File: config.mk
export PLATFORM = sky130hd
export DESIGN_NAME = hazard_sb_ctrl_flat
export DESIGN_NICKNAME = d
export VERILOG_FILES = /design/src/rtl/hazard_sb_ctrl_pkg.sv /design/src/rtl/hazard_sb_ctrl_if.sv /design/src/rtl/hazard_sb_ctrl_scoreboard.sv /design/src/rtl/hazard_sb_ctrl.sv /design/src/flat_wrapper.sv
export SDC_FILE = /design/constraint.sdc
export NUM_CORES = 1
export LEC_CHECK = 0
export CORE_MARGIN = 4
export CORE_UTILIZATION = 61
export CTS_CLUSTER_SIZE = 8
export DETAILED_ROUTE_END_ITERATION = 8
export PLACE_DENSITY = 0.93
export SETUP_SLACK_MARGIN = 0.5
export SLEW_MARGIN = 10
export SYNTH_ARGS = -nofsm -noshare
export SYNTH_HDL_FRONTEND = slang
export SYNTH_HIERARCHICAL = 1
export SYNTH_SLANG_ARGS = --single-unit
File: constraint.sdc
create_clock -name CLK -period 10.2 [get_ports CLK]
set_clock_uncertainty 0.1 [all_clocks]
set_input_delay 2.55 -clock CLK [delete_from_list [all_inputs] [get_ports CLK]]
set_output_delay 2.55 -clock CLK [all_outputs]
set_load 0.05 [all_outputs]
File: src/rtl/hazard_sb_ctrl_pkg.sv
// ---------------------------------------------------------------------------
// hazard_sb_ctrl_pkg
//   Shared types for the scoreboard-based hazard controller of the 5-stage
//   MIPS core: register index type, controller FSM states and the bundle of
//   pipeline latch enables/flushes produced each cycle.
// ---------------------------------------------------------------------------
package hazard_sb_ctrl_pkg;

  localparam int HZ_LAT_W = 2;  // default width of a per-register bubble counter
  localparam int REG_W    = 5;  // architectural register index width

  typedef logic [REG_W-1:0] regbits_t;

  // RUN: normal operation. DWAIT: MEM stage is waiting on dmem.
  typedef enum logic {HZ_RUN, HZ_DWAIT} hz_state_t;

  // One cycle's worth of latch controls.
  typedef struct packed {
    logic enable_if;
    logic enable_id;
    logic enable_ex;
    logic enable_mem;
    logic flush_id;
    logic flush_ex;
    logic flush_mem;
  } hz_ctrl_t;

  // Everything advances, nothing is bubbled.
  localparam hz_ctrl_t HZ_CTRL_RUN = '{
    enable_if:  1'b1,
    enable_id:  1'b1,
    enable_ex:  1'b1,
    enable_mem: 1'b1,
    flush_id:   1'b0,
    flush_ex:   1'b0,
    flush_mem:  1'b0
  };

  // Whole pipeline holds: no advance and no bubble insertion.
  localparam hz_ctrl_t HZ_CTRL_FREEZE = '0;

endpackage

File: src/rtl/hazard_sb_ctrl_if.sv
// ---------------------------------------------------------------------------
// hazard_sb_ctrl_if
//   Pipeline <-> hazard controller signal bundle.
//   master : the pipeline; drives ID decode info, EX redirect, memory status,
//            receives the latch enables/flushes.
//   slave  : the hazard controller.
//   Signals:
//     id_valid, id_rs, id_rt, id_use_rs, id_use_rt, id_wsel, id_wen, id_lat
//                   instruction currently in ID
//     ex_redirect   control transfer resolved in EX
//     dmem_req/dhit MEM-stage data access outstanding / completing
//     ihit          fetch completes this cycle
//     enable_*      latch advance enables (IF/ID, ID/EX, EX/MEM, MEM/WB side)
//     flush_*       latch bubble inserts
// ---------------------------------------------------------------------------
interface hazard_sb_ctrl_if
  import hazard_sb_ctrl_pkg::*;
#(
  parameter int LAT_W = HZ_LAT_W
) ();

  logic             id_valid;
  regbits_t         id_rs;
  regbits_t         id_rt;
  logic             id_use_rs;
  logic             id_use_rt;
  regbits_t         id_wsel;
  logic             id_wen;
  logic [LAT_W-1:0] id_lat;
  logic             ex_redirect;
  logic             dmem_req;
  logic             dhit;
  logic             ihit;

  logic             enable_IF;
  logic             enable_ID;
  logic             enable_EX;
  logic             enable_MEM;
  logic             flush_ID;
  logic             flush_EX;
  logic             flush_MEM;

  modport master (
    output id_valid, id_rs, id_rt, id_use_rs, id_use_rt, id_wsel, id_wen, id_lat,
    output ex_redirect, dmem_req, dhit, ihit,
    input  enable_IF, enable_ID, enable_EX, enable_MEM,
    input  flush_ID, flush_EX, flush_MEM
  );

  modport slave (
    input  id_valid, id_rs, id_rt, id_use_rs, id_use_rt, id_wsel, id_wen, id_lat,
    input  ex_redirect, dmem_req, dhit, ihit,
    output enable_IF, enable_ID, enable_EX, enable_MEM,
    output flush_ID, flush_EX, flush_MEM
  );

endinterface

File: src/rtl/hazard_sb_ctrl_scoreboard.sv
// ---------------------------------------------------------------------------
// hazard_scoreboard
//   One bubble countdown per architectural register (r0 excluded). A nonzero
//   count means a dependent instruction in ID must still wait that many
//   cycles before it can read the register safely.
//   Ports:
//     CLK, nRST          clock, asynchronous active-low reset
//     freeze             pipeline frozen: all counters hold
//     set_en/idx/val     load a register's countdown (issue of a producer)
//     rd_a_idx/rd_b_idx  two lookup ports (rs, rt)
//     rd_a_busy/rd_b_busy  register still has bubbles outstanding
// ---------------------------------------------------------------------------
module hazard_scoreboard
  import hazard_sb_ctrl_pkg::*;
#(
  parameter int NREGS = 32,
  parameter int LAT_W = HZ_LAT_W
) (
  input  logic             CLK,
  input  logic             nRST,
  input  logic             freeze,
  input  logic             set_en,
  input  regbits_t         set_idx,
  input  logic [LAT_W-1:0] set_val,
  input  regbits_t         rd_a_idx,
  input  regbits_t         rd_b_idx,
  output logic             rd_a_busy,
  output logic             rd_b_busy
);

  // r0 is hard-wired zero and never needs tracking, so it has no entry.
  logic [LAT_W-1:0] cnt_q [1:NREGS-1];

  always_ff @(posedge CLK or negedge nRST) begin
    if (!nRST) begin
      // NOTE: this array is reset explicitly -- a stale countdown surviving
      // reset would show up as a phantom stall on the first dependent read.
      for (int r = 1; r < NREGS; r++) cnt_q[r] <= '0;
    end else begin
      // NOTE: non-blocking assignments here so every counter sees the
      // pre-edge state; blocking would make the result order-dependent.
      for (int r = 1; r < NREGS; r++) begin
        // A fresh issue to this register overrides the decrement.
        if (set_en && (int'(set_idx) == r)) begin
          cnt_q[r] <= set_val;
        end else if (!freeze && (cnt_q[r] != '0)) begin
          cnt_q[r] <= cnt_q[r] - LAT_W'(1);
        end
      end
    end
  end

  always_comb begin
    // NOTE: outputs get a default before the search loop so no path leaves
    // them unassigned; otherwise a latch would be inferred.
    rd_a_busy = 1'b0;
    rd_b_busy = 1'b0;
    for (int r = 1; r < NREGS; r++) begin
      if ((int'(rd_a_idx) == r) && (cnt_q[r] != '0)) rd_a_busy = 1'b1;
      if ((int'(rd_b_idx) == r) && (cnt_q[r] != '0)) rd_b_busy = 1'b1;
    end
  end

endmodule

File: src/rtl/hazard_sb_ctrl.sv
// ---------------------------------------------------------------------------
// hazard_sb_ctrl
//   Pipeline hazard controller. Decides each cycle, in priority order:
//     dmem wait freeze > EX redirect flush > data hazard stall > fetch miss.
//   A register scoreboard holds per-register bubble countdowns so load-use and
//   multi-cycle producers stall ID exactly as long as their latency requires.
//   Also tracks stall/flush perf counters and a sticky dmem-wait watchdog.
//   Ports:
//     CLK, nRST     core clock, asynchronous active-low reset
//     bus           hazard_sb_ctrl_if.slave (ID info, redirect, mem status in;
//                   latch enables/flushes out, all combinational)
//     stall_cycles  cycles with enable_ID low (wraps)
//     flush_count   redirect flushes taken (wraps)
//     timeout_err   sticky, set when a dmem wait lasts DWAIT_MAX cycles
// ---------------------------------------------------------------------------
module hazard_sb_ctrl
  import hazard_sb_ctrl_pkg::*;
#(
  parameter int NREGS     = 32,
  parameter int LAT_W     = HZ_LAT_W,
  parameter int PERF_W    = 32,
  parameter int DWAIT_MAX = 255
) (
  input  logic              CLK,
  input  logic              nRST,
  hazard_sb_ctrl_if.slave   bus,
  output logic [PERF_W-1:0] stall_cycles,
  output logic [PERF_W-1:0] flush_count,
  output logic              timeout_err
);

  localparam int WAIT_W = $clog2(DWAIT_MAX + 1);
  localparam logic [WAIT_W-1:0] WAIT_TOP = WAIT_W'(DWAIT_MAX);

  hz_state_t         state_q, state_next;
  hz_ctrl_t          ctrl;
  logic              frozen;
  logic              redirect_take;
  logic              issue;
  logic              data_hazard;
  logic              rs_busy, rt_busy;
  logic [WAIT_W-1:0] wait_cnt;

  // ---- scoreboard ---------------------------------------------------------
  hazard_scoreboard #(
    .NREGS (NREGS),
    .LAT_W (LAT_W)
  ) u_scoreboard (
    .CLK       (CLK),
    .nRST      (nRST),
    .freeze    (frozen),
    .set_en    (issue && bus.id_wen && (bus.id_wsel != '0)),
    .set_idx   (bus.id_wsel),
    .set_val   (bus.id_lat),
    .rd_a_idx  (bus.id_rs),
    .rd_b_idx  (bus.id_rt),
    .rd_a_busy (rs_busy),
    .rd_b_busy (rt_busy)
  );

  // r0 is excluded inside the scoreboard, so busy already implies rs/rt != 0.
  assign data_hazard = bus.id_valid &&
                       ((bus.id_use_rs && rs_busy) || (bus.id_use_rt && rt_busy));

  // ---- priority mux -------------------------------------------------------
  always_comb begin
    ctrl          = HZ_CTRL_RUN;
    frozen        = 1'b0;
    redirect_take = 1'b0;
    issue         = 1'b0;
    if (bus.dmem_req && !bus.dhit) begin
      // Everything holds; a pending redirect is re-presented once unfrozen.
      ctrl   = HZ_CTRL_FREEZE;
      frozen = 1'b1;
    end else if (bus.ex_redirect) begin
      ctrl.flush_id = 1'b1;
      ctrl.flush_ex = 1'b1;
      redirect_take = 1'b1;
    end else if (data_hazard) begin
      // Hold IF and ID, send a bubble into EX.
      ctrl.enable_if = 1'b0;
      ctrl.enable_id = 1'b0;
      ctrl.flush_ex  = 1'b1;
    end else begin
      if (!bus.ihit) begin
        // Fetch not ready: bubble into ID but let the current ID proceed.
        ctrl.enable_if = 1'b0;
        ctrl.flush_id  = 1'b1;
      end
      issue = bus.id_valid;
    end
  end

  assign bus.enable_IF  = ctrl.enable_if;
  assign bus.enable_ID  = ctrl.enable_id;
  assign bus.enable_EX  = ctrl.enable_ex;
  assign bus.enable_MEM = ctrl.enable_mem;
  assign bus.flush_ID   = ctrl.flush_id;
  assign bus.flush_EX   = ctrl.flush_ex;
  assign bus.flush_MEM  = ctrl.flush_mem;

  // ---- FSM ----------------------------------------------------------------
  always_ff @(posedge CLK or negedge nRST) begin
    if (!nRST) state_q <= HZ_RUN;
    else       state_q <= state_next;
  end

  always_comb begin
    state_next = state_q;
    unique case (state_q)
      HZ_RUN:   if (bus.dmem_req && !bus.dhit) state_next = HZ_DWAIT;
      HZ_DWAIT: if (bus.dhit)                  state_next = HZ_RUN;
    endcase
  end

  // ---- watchdog -----------------------------------------------------------
  // Counts every cycle spent in (or entering) DWAIT, so a wait of DWAIT_MAX
  // cycles including the entry cycle is what trips the sticky error.
  always_ff @(posedge CLK or negedge nRST) begin
    if (!nRST) begin
      wait_cnt    <= '0;
      timeout_err <= 1'b0;
    end else if (state_next == HZ_DWAIT) begin
      if (wait_cnt != WAIT_TOP) wait_cnt <= wait_cnt + WAIT_W'(1);
      if (wait_cnt >= WAIT_TOP - WAIT_W'(1)) timeout_err <= 1'b1;
    end else begin
      wait_cnt <= '0;
    end
  end

  // ---- perf counters (free-running, wrap) ---------------------------------
  always_ff @(posedge CLK or negedge nRST) begin
    if (!nRST) begin
      stall_cycles <= '0;
      flush_count  <= '0;
    end else begin
      if (!ctrl.enable_id) stall_cycles <= stall_cycles + PERF_W'(1);
      if (redirect_take)   flush_count  <= flush_count + PERF_W'(1);
    end
  end

endmodule

File: src/flat_wrapper.sv
// flat-port wrapper written by rule: the top's interface ports become plain ports
module hazard_sb_ctrl_flat import hazard_sb_ctrl_pkg::*;
#(
  parameter int NREGS     = 32,
  parameter int LAT_W     = HZ_LAT_W,
  parameter int PERF_W    = 32,
  parameter int DWAIT_MAX = 255
)
  (CLK, nRST, stall_cycles, flush_count, timeout_err, bus_id_valid, bus_id_rs, bus_id_rt, bus_id_use_rs, bus_id_use_rt, bus_id_wsel, bus_id_wen, bus_id_lat, bus_ex_redirect, bus_dmem_req, bus_dhit, bus_ihit, bus_enable_IF, bus_enable_ID, bus_enable_EX, bus_enable_MEM, bus_flush_ID, bus_flush_EX, bus_flush_MEM);
  hazard_sb_ctrl_if #(.LAT_W(LAT_W)) bus_i ();
  input  logic CLK;
  input  logic nRST;
  output logic [PERF_W-1:0] stall_cycles;
  output logic [PERF_W-1:0] flush_count;
  output logic timeout_err;
  input wire logic [$bits(bus_i.id_valid)-1:0] bus_id_valid;
  input wire logic [$bits(bus_i.id_rs)-1:0] bus_id_rs;
  input wire logic [$bits(bus_i.id_rt)-1:0] bus_id_rt;
  input wire logic [$bits(bus_i.id_use_rs)-1:0] bus_id_use_rs;
  input wire logic [$bits(bus_i.id_use_rt)-1:0] bus_id_use_rt;
  input wire logic [$bits(bus_i.id_wsel)-1:0] bus_id_wsel;
  input wire logic [$bits(bus_i.id_wen)-1:0] bus_id_wen;
  input wire logic [$bits(bus_i.id_lat)-1:0] bus_id_lat;
  input wire logic [$bits(bus_i.ex_redirect)-1:0] bus_ex_redirect;
  input wire logic [$bits(bus_i.dmem_req)-1:0] bus_dmem_req;
  input wire logic [$bits(bus_i.dhit)-1:0] bus_dhit;
  input wire logic [$bits(bus_i.ihit)-1:0] bus_ihit;
  output wire logic [$bits(bus_i.enable_IF)-1:0] bus_enable_IF;
  output wire logic [$bits(bus_i.enable_ID)-1:0] bus_enable_ID;
  output wire logic [$bits(bus_i.enable_EX)-1:0] bus_enable_EX;
  output wire logic [$bits(bus_i.enable_MEM)-1:0] bus_enable_MEM;
  output wire logic [$bits(bus_i.flush_ID)-1:0] bus_flush_ID;
  output wire logic [$bits(bus_i.flush_EX)-1:0] bus_flush_EX;
  output wire logic [$bits(bus_i.flush_MEM)-1:0] bus_flush_MEM;
  assign bus_i.id_valid = bus_id_valid;
  assign bus_i.id_rs = bus_id_rs;
  assign bus_i.id_rt = bus_id_rt;
  assign bus_i.id_use_rs = bus_id_use_rs;
  assign bus_i.id_use_rt = bus_id_use_rt;
  assign bus_i.id_wsel = bus_id_wsel;
  assign bus_i.id_wen = bus_id_wen;
  assign bus_i.id_lat = bus_id_lat;
  assign bus_i.ex_redirect = bus_ex_redirect;
  assign bus_i.dmem_req = bus_dmem_req;
  assign bus_i.dhit = bus_dhit;
  assign bus_i.ihit = bus_ihit;
  assign bus_enable_IF = bus_i.enable_IF;
  assign bus_enable_ID = bus_i.enable_ID;
  assign bus_enable_EX = bus_i.enable_EX;
  assign bus_enable_MEM = bus_i.enable_MEM;
  assign bus_flush_ID = bus_i.flush_ID;
  assign bus_flush_EX = bus_i.flush_EX;
  assign bus_flush_MEM = bus_i.flush_MEM;
  hazard_sb_ctrl #(.NREGS(NREGS), .LAT_W(LAT_W), .PERF_W(PERF_W), .DWAIT_MAX(DWAIT_MAX)) u_core (.CLK(CLK), .nRST(nRST), .bus(bus_i), .stall_cycles(stall_cycles), .flush_count(flush_count), .timeout_err(timeout_err));
endmodule
==> out/results.tsv, run 1 <==
metric	value	unit
Die H	122	µm
commonest non-fill, non-tap cells in the layout	dfrtp_1, nor2_1, clkdlybuf4s50_1	
largest area contributor in the netlist	dfrtp_1	
asr flop ratio synth	1.00	
Worst EP arrival	5.89	ns
CP Buf/Inv Count	3	
ANT cells	0	
# DRC	0	
Slowest-stage cell, CP	clkdlybuf4s50_1	
CP cell instances	clkdlybuf4s50_1 -> or4_1 -> o311ai_1 -> a311oi_1 -> o2111ai_1 -> a32o_1 -> a22oi_1 -> o21ai_0 -> inv_1 -> clkdlybuf4s50_1	
DR WL/cell	17.0	µm
Core Region	12700	µm²
ranking of synthesized cells by area	dfrtp_1, xnor2_1, ha_1, nor2_1, inv_1	
Leak	0.00426	µW
Die ar.	15000	µm²
slowest cell delay on critical path	0.83	ns
post-cts resize count	0	
htree depth	4	
Worst Path Max Fanout	16	
Detail Placement HPWL	12.7	mm
Setup WS post-layout	1.66	ns
DP Worst Slack	1.68	ns
post-layout minimum cycle time	8.54	ns
kind of critical path	in -> out	
GP Congestion	0.963	
Fin. Hold Viols	0	
Worst R2R Start	u_core/u_scoreboard/cnt_q[52]	
DRT iter0 DRCs	587	
Area Growth Syn to Fin	20.6	%
Total Power	2420	µW
Nets	997	
sequential fraction of the synthesis area	0.427	
top_reg_cell synth	dfrtp_1	
commonest non-fill, non-tap cell in the layout	dfrtp_1	
Post-Route Setup TNS	0	ns
largest net degree at the start of global routing	92	
CTS Buffer Depth	2	
aggregate global routing overflow	0	
fill cell count	875	
Final Cycle Share	0.838	
antenna viol nets, final	0	
Synth cell types	69	
worst IR drop on VDD	0.172	mV
first-pass GRT wire length	31.3	mm
HP Start	u_core/flush_count[7]	
Critical Path End Type	output pin	
Avg Cell Area, Syn	9.35	µm²
Starting Density	0.626	
worst endpoint required time	7.55	ns
worst hold path class	reg -> reg	
clk sinks	136	
I/O pins	99	
drt pass-1 iters	5	
worst setup path startpoint	bus_id_rs[0]	
Post-Route WL	19.0	mm
outcome	finished, final reports clean	
Inserted Clock Buffers	17	
Post-Syn Area	7970	µm²
Slew headroom	0.349	
syn nets	914	
DIE WIDTH	122	µm
worst slew pin tran	0.974	ns
layout cell share with drive strength beyond 1	0.0675	
Worst-path clk slew	0.06	ns
CP Launch Type	input pin	
RSZ-0062 raised after global routing	false	
initial antenna violation count	0	
Cell Rows	41	
Fmax	117	MHz
cts hold-fix bufs	0	
Synth Warn #	6	
Post-CTS Setup Repair Bufs	0	
CTS tree	yes	
crit-path most repeated cell	clkdlybuf4s50_1	
vias after detailed routing	6567	
number of global-route vias before repair	6360	
Total GRT Usage	0.264	
final max-slew violation count	0	
Post-Syn Instances	852	
number of synthesized register bits	136	
Worst path top cell family by delay	buffers and inverters	
area share of the largest cell type after synthesis	0.427	
clk_lat worst skew	0.41	ns
PortBufs	97	
final setup violating endpoints	0	
power density over the cells	252	nW/µm²
EDFF count, synth	0	
maximum capacitance violations	0	
root buffer cell	clkbuf_16	
DR vias/cell	5.86	
==> logic make-up (layout without fill, tap and decap cells) <==
group,after synthesis,count (layout),synth area share
DFF,136,136,0.427
other,1,1,0.000471
AOI/OAI and AO/OA,167,167,0.143
xor gates and xnor gates,95,95,0.105
adders and majority gates,35,35,0.0550
and+or+nand+nor,283,283,0.180
muxes,22,22,0.0297
buffers and inverters,113,209,0.0594
==> cell usage after synthesis (all sizes together), types with 3 or more instances <==
master   count
a311oi       3
mux2i        9
inv         77
nand4       13
nand3       24
nor2        97
o21ai       38
and3        13
o21a        27
o22ai        5
xnor2       71
nor3        13
mux2        13
and2         5
and4         9
buf         20
nand2b       9
ha          35
xor2        24
nor4         9
dfrtp      136
nand2       67
a31oi        5
o311ai      28
a21oi       35
nor2b        7
clkbuf      16
nor3b        5
o2111ai      5
a211oi       4
==> metrics by stage <==
stage | instances | hold WS [ns] | area, µm² | utilization
3_5_place_dp | 1088 | 0.361 | 9000 | 0.707
3_3_place_gp | 1088 | 0.356 | 9000 | 0.707
2_1_floorplan | 852 | 0.393 | 7970 | -
6_report | 1120 | 0.382 | 9610 | 0.755
4_1_cts | 1120 | 0.387 | 9610 | 0.755
5_1_grt | 1120 | 0.398 | 9610 | 0.755
==> registers in the layout, summed over array words and instances (netlist names) <==
name                       flops
u_core/u_scoreboard/cnt_q     62
u_core/flush_count            32
u_core/stall_cycles           32
u_core/wait_cnt                8
u_core/state_q                 1
u_core/timeout_err             1
==> report_power, final <==
group	internal, µW	switching, µW	leakage (µW)
logic	453	537	0.00226
registers	703	107	0.00171
clock network	397	226	0.000293
total	1550	870	0.00426
==> final cells by class <==
class	instances	area, µm²	area share
tap	172	215	0.0224
sequential	136	3400	0.354
clock inverter	11	146	0.0152
timing repair buffer	100	995	0.104
inverter	77	294	0.0306
clock buffer	21	460	0.0479
multi-input combinational	603	4090	0.426
==> final timing paths <==
| check | endpoint | slack, ns | depth (start not counted) |
|---|---|---|---|
| min in group asynchronous | u_core/u_scoreboard/cnt_q[14] | 2.05 | 1 |
| max reg2reg | u_core/u_scoreboard/cnt_q[29] | 5.99 | 15 |
| max | bus_enable_ID | 1.66 | 10 |
| min | u_core/flush_count[7] | 0.38 | 1 |
| max in group asynchronous | u_core/stall_cycles[3] | 6.66 | 2 |
| min reg2reg | u_core/flush_count[7] | 0.38 | 1 |
==> metal layers <==
layer	GRT usage	vias to the layer above	wire [µm]
met4	0.0791	0	337
met1	0.343	3148	7920
met2	0.444	243	9640
li1	-	3140	-
met5	0	-	0
met3	0.0576	36	1090
(Power assumes the default switching activity.)
==> run 2: changes to the inputs <==
CORE_UTILIZATION = 51   (was 61)
PLACE_DENSITY = 0.83   (was 0.93)
clock period = 6.9 ns   (was 10.2 ns; I/O delays follow)
==> run 2 against run 1 <==
  * Register-to-register slack worse by 3.3 ns
  * Utilization decreased by 12 points
  * Via count is 2.3% lower
  * Critical path type unchanged
  * Combinational power is 47% higher
  * Non-clock buffer count increased by 1
  * Largest power group unchanged
  * Largest cell class unchanged
  * Wire length shrank 2.4%
  * Highest routed layer unchanged
  * Die area increased by 18%
==> out/results.tsv, run 2 (synthesis gave the netlist of run 1 again) <==
metric	value	unit	change
Worst path top cell family by delay	buffers and inverters		unchanged
Slew headroom	0.271		was 0.349
final cell count without fillers	1160		was 1120
Hold Path Depth	1		unchanged
initial antenna violation count	0		unchanged
Die H	133	µm	was 122 µm
largest net degree at the start of global routing	92		unchanged
instance count on the critical path	10		unchanged
vias after detailed routing	6419		was 6567
kind of critical path	in -> out		unchanged
Cell Rows	45		was 41
Top Registers	u_core/u_scoreboard/cnt_q x62, u_core/flush_count x32, u_core/stall_cycles x32		unchanged
htree depth	4		unchanged
maximum capacitance violations	0		unchanged
switching power	1320	µW	was 870 µW
Detail Placement HPWL	13.0	mm	was 12.7 mm
# DRC	0		unchanged
number of global-route vias before repair	6199		was 6360
layout cell share with drive strength beyond 1	0.0748		was 0.0675
Fmax	162	MHz	
Nets	998		was 997
Critical Path End Type	output pin		unchanged
sequential power share	0.341		was 0.334
reg2reg path depth	15		unchanged
Leak	0.00426	µW	about the same
Slowest-stage cell, CP	clkdlybuf4s50_1		unchanged
aggregate global routing overflow	0		unchanged
worst setup path startpoint	bus_id_rs[0]		unchanged
cts hold-fix bufs	0		unchanged
PortBufs	97		unchanged
Pint	2180	µW	was 1550 µW
fill cell count	1211		was 875
combinational share of power	0.417		was 0.408
Worst EP arrival	4.35	ns	was 5.89 ns
Post-Route Setup TNS	0	ns	unchanged
CP cell instances	clkdlybuf4s50_1 -> buf_4 -> mux2_2 -> o22a_1 -> o21ai_0 -> a32o_1 -> a22oi_1 -> o21ai_0 -> inv_1 -> buf_12		was clkdlybuf4s50_1 -> or4_1 -> o311ai_1 -> a311oi_1 -> o2111ai_1 -> a32o_1 -> a22oi_1 -> o21ai_0 -> inv_1 -> clkdlybuf4s50_1
slowest cell delay on critical path	0.63	ns	was 0.83 ns
Fin. Hold Viols	0		unchanged
DR WL/cell	16.0	µm	was 17.0 µm
Die ar.	17700	µm²	was 15000 µm²
Area Growth Syn to Fin	20.7	%	was 20.6%
Core Region	15300	µm²	was 12700 µm²
DIE WIDTH	133	µm	was 122 µm
CP Buf/Inv Count	4		was 3
Worst Path Max Fanout	10		was 16
HP Start	u_core/stall_cycles[31]		was u_core/flush_count[7]
ANT cells	0		unchanged
first-pass GRT wire length	30.7	mm	was 31.3 mm
clock share of power	0.243		was 0.257
Starting Density	0.522		was 0.626
Worst R2R Start	u_core/u_scoreboard/cnt_q[48]		was u_core/u_scoreboard/cnt_q[52]
I/O pins	99		unchanged
post-layout minimum cycle time	6.18	ns	
root buffer cell	clkbuf_16		unchanged
clk_lat worst skew	0.41	ns	about the same
Setup WS post-layout	0.721	ns	was 1.66 ns
final max-slew violation count	0		unchanged
Post-Route WL	18.5	mm	was 19.0 mm
R2R Setup Slk	2.69	ns	was 5.99 ns
DR vias/cell	5.53		was 5.86
crit-path most repeated cell	o21ai_0		was clkdlybuf4s50_1
Sw Share	0.377		was 0.359
outcome	finished, final reports clean		unchanged
CP Launch Type	input pin		unchanged
Total GRT Usage	0.214		was 0.264
commonest non-fill, non-tap cells in the layout	dfrtp_1, nor2_1, clkdlybuf4s50_1		unchanged
DRT iter0 DRCs	491		was 587
antenna viol nets, final	0		unchanged
RSZ-0062 raised after global routing	false		unchanged
DP Worst Slack	0.630	ns	was 1.68 ns
post-cts resize count	0		unchanged
worst hold path class	reg -> reg		unchanged
WHS	0.370	ns	was 0.382 ns
Worst-path clk slew	0.07	ns	was 0.06 ns
GP Congestion	0.942		was 0.963
drt pass-1 iters	5		unchanged
worst slew pin tran	1.09	ns	was 0.974 ns
number of flip-flops in the largest register	62		unchanged
clk sinks	136		unchanged
power density over the cells	364	nW/µm²	was 252 nW/µm²
final setup violating endpoints	0		unchanged
Cells after DPL	1128		was 1088
CTS Buffer Depth	2		unchanged
worst endpoint required time	5.08	ns	was 7.55 ns
CTS tree	yes		unchanged
Inserted Clock Buffers	17		unchanged
Top reg by flops	u_core/u_scoreboard/cnt_q		unchanged
commonest non-fill, non-tap cell in the layout	dfrtp_1		unchanged
worst IR drop on VDD	0.208	mV	was 0.172 mV
Final Cycle Share	0.895		
Post-CTS Setup Repair Bufs	0		unchanged
-- run 2: cell types whose count changed in the layout (fill, tap and decap cells not counted) --
cell,previous run,this run
buf_12,0,1
buf_4,3,7
bufinv_16,3,0
clkbuf_1,2,0
clkbuf_8,2,0
clkdlybuf4s50_1,96,91
clkinv_2,3,1
clkinv_4,2,3
clkinvlp_4,2,3
dlymetal6s2s_1,0,1
inv_6,2,5
inv_8,0,4
-- run 2: layout make-up --
| cell class | instances | area (µm²) | area share |
|---|---|---|---|
| Sequential cell | 136 | 3400 | 0.354 |
| Timing Repair Buffer | 101 | 1010 | 0.105 |
| Clock inverter | 15 | 134 | 0.0139 |
| Multi-Input combinational cell | 603 | 4090 | 0.425 |
| Tap cell | 211 | 264 | 0.0274 |
| Inverter | 77 | 294 | 0.0306 |
| Clock buffer | 17 | 425 | 0.0442 |
-- run 2: worst paths after layout --
kind                                                  to
setup / recovery                           bus_enable_ID
hold / removal                   u_core/stall_cycles[31]
setup reg to reg           u_core/u_scoreboard/cnt_q[27]
hold reg to reg                  u_core/stall_cycles[31]
max in group asynchronous         u_core/stall_cycles[4]
min in group asynchronous  u_core/u_scoreboard/cnt_q[14]
-- run 2: per-layer routing --
layer	track usage	vias up	wire, µm
met2	0.347	158	9090
met4	0.102	0	617
met5	0	-	0
met1	0.278	3067	7980
li1	-	3148	-
met3	0.0399	46	842
-- run 2: worst register-to-register path, delay by kind of cell, from the launching register on --
family / cells / cell delay [ns]
simple gates: 6 / 1.79
mux: 1 / 0.20
compound gates: 6 / 1.33
flops: 1 / 0.38
fa+ha+maj: 1 / 0.28
buf+inv: 1 / 0.07
-- run 2: power by group through the flow --
stage                     clock [µW]  sequential (µW)  combinational (µW)
final                            851             1200                1460
after global routing             904             1230                1630
after CTS                        871             1200                1470
after detailed placement           0             1210                1450
after global placement             0             1190                1390
after floorplan                    0             1300                 963
-- run 2: per-stage QoR --
stage	util	area (µm²)	total power, µW
floorplan	-	7970	2270
global placement	0.594	9060	2590
detailed placement	0.594	9060	2650
CTS	0.630	9620	3530
global route	0.631	9620	3760
finish	0.631	9620	3510
==> run 3: changes to the inputs <==
PLACE_DENSITY = 0.77   (was 0.83)
==> run 3 against run 2 <==
  * Critical path depth is 1 higher
  * Sequential cell count unchanged
  * Worst hold slack got worse by 0.0066 ns
  * Combinational power barely moved
  * First-iteration DRC count is 18% lower
  * Setup slack lost 0.032 ns
  * Clock power up 0.7%
  * Via count fell by 0.16%
  * Power about the same
  * Register-to-register slack improved by 0.30 ns
==> out/results.tsv, run 3 (synthesis gave the netlist of run 1 again) <==
metric	value	unit	change
root buffer cell	clkbuf_16		unchanged
number of flip-flops in the largest register	62		unchanged
CP Launch Type	input pin		unchanged
Slew headroom	0.346		was 0.271
aggregate global routing overflow	0		unchanged
# DRC	0		unchanged
maximum capacitance violations	0		unchanged
Top Registers	u_core/u_scoreboard/cnt_q x62, u_core/flush_count x32, u_core/stall_cycles x32		unchanged
antenna viol nets, final	0		unchanged
worst slew pin tran	0.982	ns	was 1.09 ns
DRT iter0 DRCs	401		was 491
htree depth	4		unchanged
GP Congestion	0.906		was 0.942
Detail Placement HPWL	13.1	mm	was 13.0 mm
Core Region	15300	µm²	unchanged
worst reg2reg path endpoint	u_core/u_scoreboard/cnt_q[51]		was u_core/u_scoreboard/cnt_q[27]
Post-Route WL	18.9	mm	was 18.5 mm
Worst R2R Start	u_core/u_scoreboard/cnt_q[58]		was u_core/u_scoreboard/cnt_q[48]
Top reg by flops	u_core/u_scoreboard/cnt_q		unchanged
initial antenna violation count	0		unchanged
slowest cell delay on critical path	0.66	ns	was 0.63 ns
worst hold path class	reg -> reg		unchanged
Post-Route Setup TNS	0	ns	unchanged
DR WL/cell	16.3	µm	was 16.0 µm
Hold Path Depth	1		unchanged
Sw Share	0.378		was 0.377
Cell Rows	45		unchanged
I/O pins	99		unchanged
power density over the cells	364	nW/µm²	about the same
Worst-path clk slew	0.06	ns	was 0.07 ns
number of global-route vias before repair	6195		was 6199
Total Power	3510	µW	about the same
worst IR drop on VDD	0.253	mV	was 0.208 mV
CTS tree	yes		unchanged
switching power	1320	µW	about the same
Final Cycle Share	0.900		was 0.895
final max-slew violation count	0		unchanged
commonest non-fill, non-tap cell in the layout	dfrtp_1		unchanged
Die H	133	µm	unchanged
worst endpoint required time	5.08	ns	about the same
metal2 WL	9.44	mm	was 9.09 mm
CP cell instances	clkdlybuf4s50_1 -> buf_4 -> mux2_2 -> o22ai_1 -> nand3_1 -> o2111ai_1 -> a32o_1 -> a22oi_1 -> o21ai_1 -> inv_1 -> buf_12		was clkdlybuf4s50_1 -> buf_4 -> mux2_2 -> o22a_1 -> o21ai_0 -> a32o_1 -> a22oi_1 -> o21ai_0 -> inv_1 -> buf_12
Critical Path End Type	output pin		unchanged
Total GRT Usage	0.221		was 0.214
DIE WIDTH	133	µm	unchanged
DRT met1 WL	8.31	mm	was 7.98 mm
Worst EP arrival	4.39	ns	was 4.35 ns
kind of critical path	in -> out		unchanged
Fmax	161	MHz	was 162 MHz
Fin. Hold Viols	0		unchanged
Post-CTS Setup Repair Bufs	0		unchanged
hold path endpoint	u_core/stall_cycles[31]		unchanged
largest net degree at the start of global routing	92		unchanged
Slowest-stage cell, CP	clkdlybuf4s50_1		unchanged
CTS Buffer Depth	2		unchanged
combinational share of power	0.415		was 0.417
WHS	0.363	ns	was 0.370 ns
Leak	0.00427	µW	was 0.00426 µW
clk_lat worst skew	0.42	ns	was 0.41 ns
top layer in use	met4		unchanged
Starting Density	0.522		unchanged
Worst Path Max Fanout	10		unchanged
final setup violating endpoints	0		unchanged
R2R Setup Slk	2.99	ns	was 2.69 ns
ANT cells	0		unchanged
Die ar.	17700	µm²	unchanged
sequential power share	0.341		about the same
DR vias/cell	5.52		was 5.53
post-layout minimum cycle time	6.21	ns	was 6.18 ns
clk sinks	136		unchanged
Inserted Clock Buffers	17		unchanged
first-pass GRT wire length	31.6	mm	was 30.7 mm
vias after detailed routing	6409		was 6419
WL met3	794	µm	was 842 µm
commonest non-fill, non-tap cells in the layout	dfrtp_1, nor2_1, clkdlybuf4s50_1		unchanged
Area Growth Syn to Fin	20.9	%	was 20.7%
HP Start	u_core/stall_cycles[31]		unchanged
Nets	999		was 998
drt pass-1 iters	5		unchanged
clock share of power	0.244		was 0.243
RSZ-0062 raised after global routing	false		unchanged
reg2reg path depth	15		unchanged
Pint	2180	µW	about the same
outcome	finished, final reports clean		unchanged
layout cell share with drive strength beyond 1	0.0758		was 0.0748
PortBufs	97		unchanged
-- run 3: cell types whose count changed in the layout (fill, tap and decap cells not counted), sizes merged --
cell           change
inv                -2
buf                +1
clkdlybuf4s50      -1
clkinv             +1
clkinvlp           +1
dlymetal6s2s       +1
-- run 3: layer usage --
layer	vias to the layer above	GRT usage
met1	3113	0.288
met2	138	0.363
met4	0	0.0855
li1	3130	-
met3	28	0.0449
met5	-	0
-- run 3: repair_timing --
item                                    CTS  global route
hold buffers                              0             0
endpoints found under the setup margin    0             1
gates resized for setup                   0             3
-- run 3: through the flow --
stage	utilization	cells	setup slack [ns]	cell area, µm²
after floorplan	-	852	1.28	7970
after global placement	0.594	1129	0.652	9070
after detailed placement	0.594	1129	0.593	9070
after CTS	0.631	1161	0.595	9630
after global routing	0.632	1161	0.513	9640
final	0.632	1161	0.689	9640
-- run 3: worst max-delay path by stage --
stage                     cells past startpoint    startpoint       endpoint  slack, ns
after global placement                       10  bus_id_rt[0]  bus_enable_ID       0.65
final                                        11  bus_id_rs[0]  bus_enable_ID       0.69
after CTS                                    10  bus_id_rt[0]  bus_enable_ID       0.59
after detailed placement                     10  bus_id_rt[0]  bus_enable_ID       0.59
after global routing                         10  bus_id_rt[2]  bus_enable_ID       0.51
after floorplan                              10  bus_id_rs[0]   bus_flush_ID       1.28
-- run 3: layout make-up --
cell class,instances,area (µm²)
multi-input combinational,603,4090
tap,211,264
sequential,136,3400
inverter,77,294
timing repair buffer,102,1020
clock buffer,17,425
clock inverter,15,140
fill,1278,5620
-- run 3: critical path, delay by kind of cell --
kind / cells / cell delay [ns]
AND/OR/NAND/NOR: 1 / 0.12
buffers and inverters: 4 / 1.19
AO/OA/AOI/OAI: 5 / 0.99
multiplexers: 1 / 0.35
-- run 3: power by group through the flow --
stage               Clock, µW  Sequential, µW  Combinational (µW)
floorplan                   0            1300                 963
global placement            0            1200                1390
detailed placement          0            1210                1440
CTS                       878            1190                1460
global route              922            1220                1630
finish                    857            1200                1450
==> variant 1, RTL diff (config.mk and constraints of run 3) <==
Put one more register stage on the output `flush_count`, without a reset. The value now appears one clock later. The other outputs are not delayed to match.
--- a/src/rtl/hazard_sb_ctrl.sv
+++ b/src/rtl/hazard_sb_ctrl.sv
@@ -32,4 +32,6 @@
   localparam int WAIT_W = $clog2(DWAIT_MAX + 1);
   localparam logic [WAIT_W-1:0] WAIT_TOP = WAIT_W'(DWAIT_MAX);
+
+  logic [PERF_W-1:0] flush_count_s0;
 
   hz_state_t         state_q, state_next;
@@ -133,9 +135,13 @@
     if (!nRST) begin
       stall_cycles <= '0;
-      flush_count  <= '0;
+      flush_count_s0 <= '0;
     end else begin
       if (!ctrl.enable_id) stall_cycles <= stall_cycles + PERF_W'(1);
-      if (redirect_take)   flush_count  <= flush_count + PERF_W'(1);
+      if (redirect_take)   flush_count_s0 <= flush_count_s0 + PERF_W'(1);
     end
+  end
+
+  always_ff @(posedge CLK) begin
+    flush_count <= flush_count_s0;
   end
 
Formal check against the unedited RTL: not equivalent (Yosys sat finds a counterexample within 4 cycles, from zero or initial values and one cycle with nRST low).
==> variant 1 against run 3 <==
Hold slack got worse by 61 ps. Maximum frequency decreased by 0.21%. Highest routed layer unchanged. Critical path type unchanged. Critical endpoint is now bus_flush_ID. Power grew 9.8%. Clock power increased by 16%. Area after synthesis increased by 8.8%. Die area grew 8.2%. Via count increased by 2.6%. Design area grew 8.3%. Sequential cell count is 32 higher. Wire length rose by 2.7%. Combinational power barely moved. Worst setup slack got worse by 13 ps.
==> variant 1: results (changes against run 3) <==
* Post-synth cell types at 67 (-2.9%)
* Multiplexer area fraction after synthesis at 2.974% (+0.0064 points)
* Hold EP: u_core/flush_count[31]
* Dpl hpwl at 13,450 um (+2.4%)
* Async S/R FF share, synth at 80.95% (-19 points)
* CP Max Fanout at 11 (+1)
* DP Worst Slack at 437.3 ps (-155.7 ps)
* Delay-heaviest family, CP: compound AO/OA/AOI/OAI gates
* Fin Hold WS at 302.7 ps (-60.52 ps)
* Tcrit/Tclk final at 90.20% (+0.19 points)
* Drt total wl at 19,430 um (+2.7%)
* Ranking of synthesized cells by area: dfrtp_1 (39%), xnor2_1 (8.0%), dfxtp_1 (7.4%), ha_1 (5.1%), nor2_1 (3.9%)
* Share of total power in sequential cells at 36.4% (+2.3 points)
* Largest net degree at the start of global routing at 93 (+1.1%)
* Sequential share of cell area at 38.75% (+3.4 points)
* HP Start: u_core/flush_count_s0[31]
* Post-layout util at 62.71% (-0.45 points)
* Worst r2r dst: u_core/u_scoreboard/cnt_q[59]
* Multi-input gate area at 4151 um2 (+1.4%)
* GPL Wtd Cong at 0.8851 (-2.3%)
* Via density at 5.471 (-0.89%)
* Worst slew pin tran at 947.4 ps (-34.27 ps)
* Layout Nets at 1,030 (+3.1%)
* Syn nets at 946 (+3.5%)
* Status: completed
* Compound-Gate Fraction of Synth Area at 12.56% (-1.7 points)
* Fillers at 1,371 (+7.3%)
* Synth Area in Adders at 5.053% (-0.44 points)
[variant 1: changes by cell type after synthesis, sizes merged, moves of 2 or more]
| cell | change |
|---|---|
| buf | +2 |
| nor4 | +2 |
| xor2 | -9 |
| nand2 | -8 |
| and4 | -5 |
| and3 | -3 |
| nand3 | +11 |
| nor2 | -8 |
| nand2b | +3 |
| xnor2 | +10 |
| nand4 | +9 |
| and2 | +2 |
| dfxtp | +32 |
[variant 1: per-layer routing]
| metal | global-route usage (%) | up-vias | part of all wire [%] |
|---|---|---|---|
| li1 | - | 3245 | - |
| met1 | 28.35 | 3157 | 46 |
| met2 | 32.63 | 153 | 47 |
| met3 | 5.628 | 21 | 5.6 |
| met4 | 6.136 | 0 | 1.7 |
| met5 | 0 | - | 0 |
[variant 1: timing repair]
| action | 4_1_cts | 5_1_grt |
|---|---|---|
| cloned | 0 | 0 |
| pin swaps | 0 | 0 |
| resized for setup | 2 | 5 |
| endpoints found under the setup margin | 1 | 4 |
| setup buffers | 0 | 0 |
==> variant 2, RTL diff (settings of run 3) <==
Without the edit above. `NREGS` is set to 32 in 3 places; all go to 16.
--- a/src/rtl/hazard_sb_ctrl_scoreboard.sv
+++ b/src/rtl/hazard_sb_ctrl_scoreboard.sv
@@ -14,5 +14,5 @@
   import hazard_sb_ctrl_pkg::*;
 #(
-  parameter int NREGS = 32,
+  parameter int NREGS = 16,
   parameter int LAT_W = HZ_LAT_W
 ) (
--- a/src/rtl/hazard_sb_ctrl.sv
+++ b/src/rtl/hazard_sb_ctrl.sv
@@ -17,5 +17,5 @@
   import hazard_sb_ctrl_pkg::*;
 #(
-  parameter int NREGS     = 32,
+  parameter int NREGS     = 16,
   parameter int LAT_W     = HZ_LAT_W,
   parameter int PERF_W    = 32,
--- a/src/flat_wrapper.sv
+++ b/src/flat_wrapper.sv
@@ -2,5 +2,5 @@
 module hazard_sb_ctrl_flat import hazard_sb_ctrl_pkg::*;
 #(
-  parameter int NREGS     = 32,
+  parameter int NREGS     = 16,
   parameter int LAT_W     = HZ_LAT_W,
   parameter int PERF_W    = 32,
Formal check against the unedited RTL: not equivalent (a bounded check fails within 4 cycles, from zero or initial values and one cycle with nRST low).
==> variant 2 against run 3 <==
Design area is 28% lower. Power down 38%. Area after synthesis shrank 29%. Sequential cell count is 32 lower. Synthesized cell count down 39%. Maximum frequency is 0.25% lower. Worst setup slack worse by 15 ps. Clock power is 52% lower. Non-clock buffer count down 4. Wire length shrank 34%. Die area decreased by 27%. Sequential share of layout area grew 2.1 points. Sequential power is 32% lower. First-iteration DRC count fell by 45%. Highest routed layer unchanged.
==> variant 2: results (changes against run 3) <==
* DP Worst Slack at 200.6 ps (-392.4 ps)
* Status: completed
* Ranking of synthesized cells by area: dfrtp_1 (46%), xnor2_1 (8.4%), mux2_2 (6.4%), ha_1 (4.2%), mux2i_1 (3.7%)
* Total Routing Usage GR at 20.13% (-2.0 points)
* Post-synth cell types at 64 (-7.2%)
* Main flop type after synthesis: dfrtp_1
* Count of inserted antenna diode cells at 0 (unchanged)
* Antenna violations before repair at 0 (unchanged)
* CTS root buffer: clkbuf_8
* Clock H-tree levels at 3 (-1)
* Worst slew pin tran at 905.3 ps (-76.39 ps)
* Initial drt markers at 219 (-45%)
* R2R cell count at 11 (-4)
* VDD IR-drop max at 0.0001736 V (-31%)
* Static Leak at 3.211 nW (-25%)
* Total CTS buffers at 9 (-8)
* Async S/R FF share, synth at 100.0% (unchanged)
* Worst r2r dst: u_core/u_scoreboard/cnt_q[25]
* Worst R2R Start: u_core/u_scoreboard/cnt_q[18]
* Critical Path AT at 4400 ps (about the same)
* Hold EP: u_core/stall_cycles[31]
* Clock Tree Buf Depth at 2 (unchanged)
* Clock insertion delay at the later pin of the skew report at 370 ps (-50 ps)
* Port Buffer Count at 97 (unchanged)
* Number of synthesis warnings at 6 (unchanged)
* GPL Wtd Cong at 0.8492 (-6.3%)
* Layout Nets at 662 (-34%)
* First-pass GRT wire length at 20,750 um (-34%)
* HP Start: u_core/stall_cycles[31]
* Syn nets at 564 (-38%)
* DRT Pass-1 Iters at 4 (-1)
* R2r setup slk at 3270 ps (+280 ps)
* Worst Hold Class: reg -> reg
* Max-cap violations at 0 (unchanged)
* CP Max Fanout at 4 (-6)
* Dpl hpwl at 9291 um (-29%)
* Synth top cells by count: dfrtp_1 (104), xnor2_1 (54), inv_1 (42), nor2_1 (42), nand2_1 (37)
* Largest registers: u_core/flush_count (32), u_core/stall_cycles (32), u_core/u_scoreboard/cnt_q (30)
* Max-slew violation count at 0 (unchanged)
* Via density at 5.502 (-0.33%)
* Sequential element share of the synthesized area at 45.99% (+3.3 points)
* Post-CTS setup repair buffer count at 0 (unchanged)
* Clk pin slew, worst setup/hold paths at 90 ps (+30 ps)
* Ratio of cells with drive above 1 in the final layout at 11.92% (+4.3 points)
* Hold Crit Depth at 1 (unchanged)
* Routed WL per cell at 16.36 um (+0.41%)
* Largest net degree at the start of global routing at 75 (-18%)
* Number of global-route vias before repair at 4,220 (-32%)
-- variant 2: logic make-up after synthesis --
group | share of synthesized area (%)
xor gates and xnor gates | 12.36
and+or+nand+nor | 17.67
muxes | 11.81
DFF | 45.99
other | 0.06626
buffers and inverters | 4.002
adders and majority gates | 4.201
AOI/OAI and AO/OA | 3.913
-- variant 2: power breakdown --
group	switching [mW]	internal (mW)	total, mW	leakage (nW)
registers	0.0743	0.743	0.817	1.32
logic	0.499	0.435	0.934	1.78
clock network	0.204	0.205	0.409	0.108
total	0.777	1.38	2.16	3.21
-- variant 2: timing repair --
item / in CTS / in global routing
gates cloned: 0 / 0
endpoints found under the setup margin: 2 / 3
resized for setup: 2 / 3
pin swaps: 0 / 1
endpoints found under the hold margin: 0 / 0
-- variant 2: metal layers --
metal  global-route usage (%)  wire length [um]  vias up
li1                         -                 -     1977
met5                        0                 0        -
met4                    7.292               369        0
met1                    25.65              5390     2071
met3                    4.706               659       32
met2                    33.61              6032      107
-- variant 2: worst max-delay path by stage --
stage                 start       endpoint  slack [ps]  cells after the start
5_1_grt        bus_id_rs[2]  bus_enable_ID         530                      8
3_5_place_dp   bus_id_rs[2]  bus_enable_IF         200                      9
4_1_cts        bus_id_rs[2]  bus_enable_IF         480                      9
2_1_floorplan  bus_id_rs[2]   bus_flush_EX        1360                      6
6_report       bus_id_rs[2]   bus_flush_ID         670                      9
3_3_place_gp   bus_id_rs[2]  bus_enable_IF         330                      9
-- variant 2: layout make-up --
| class | instances | area (um2) |
|---|---|---|
| inverter | 43 | 166.4 |
| sequential | 104 | 2603 |
| fill | 901 | 3884 |
| clock inverter | 5 | 78.83 |
| clock buffer | 11 | 131.4 |
| timing repair buffer | 98 | 964.7 |
| tap | 140 | 175.2 |
| multi-input combinational | 360 | 2838 |
-- variant 2: worst max-delay path: stages --
cell and delay (ps):
clkdlybuf4s50_1 590, mux4_1 590, mux2_2 290, o32ai_2 260, a22o_1 290, a21oi_1 90, nor2_1 90, nor2_1 40
dlygate4sd2_1 420
-- variant 2: per-stage QoR --
step                      std cells  hold WS (ps)  util [%]  area [um2]
after floorplan                 518         392.8         -        5659
after global placement          745         356.9     62.22        6745
after detailed placement        745         362.5     62.22        6745
after CTS                       761         376.0     64.14        6953
after global routing            761         403.7     64.17        6957
final                           761         369.7     64.17        6957
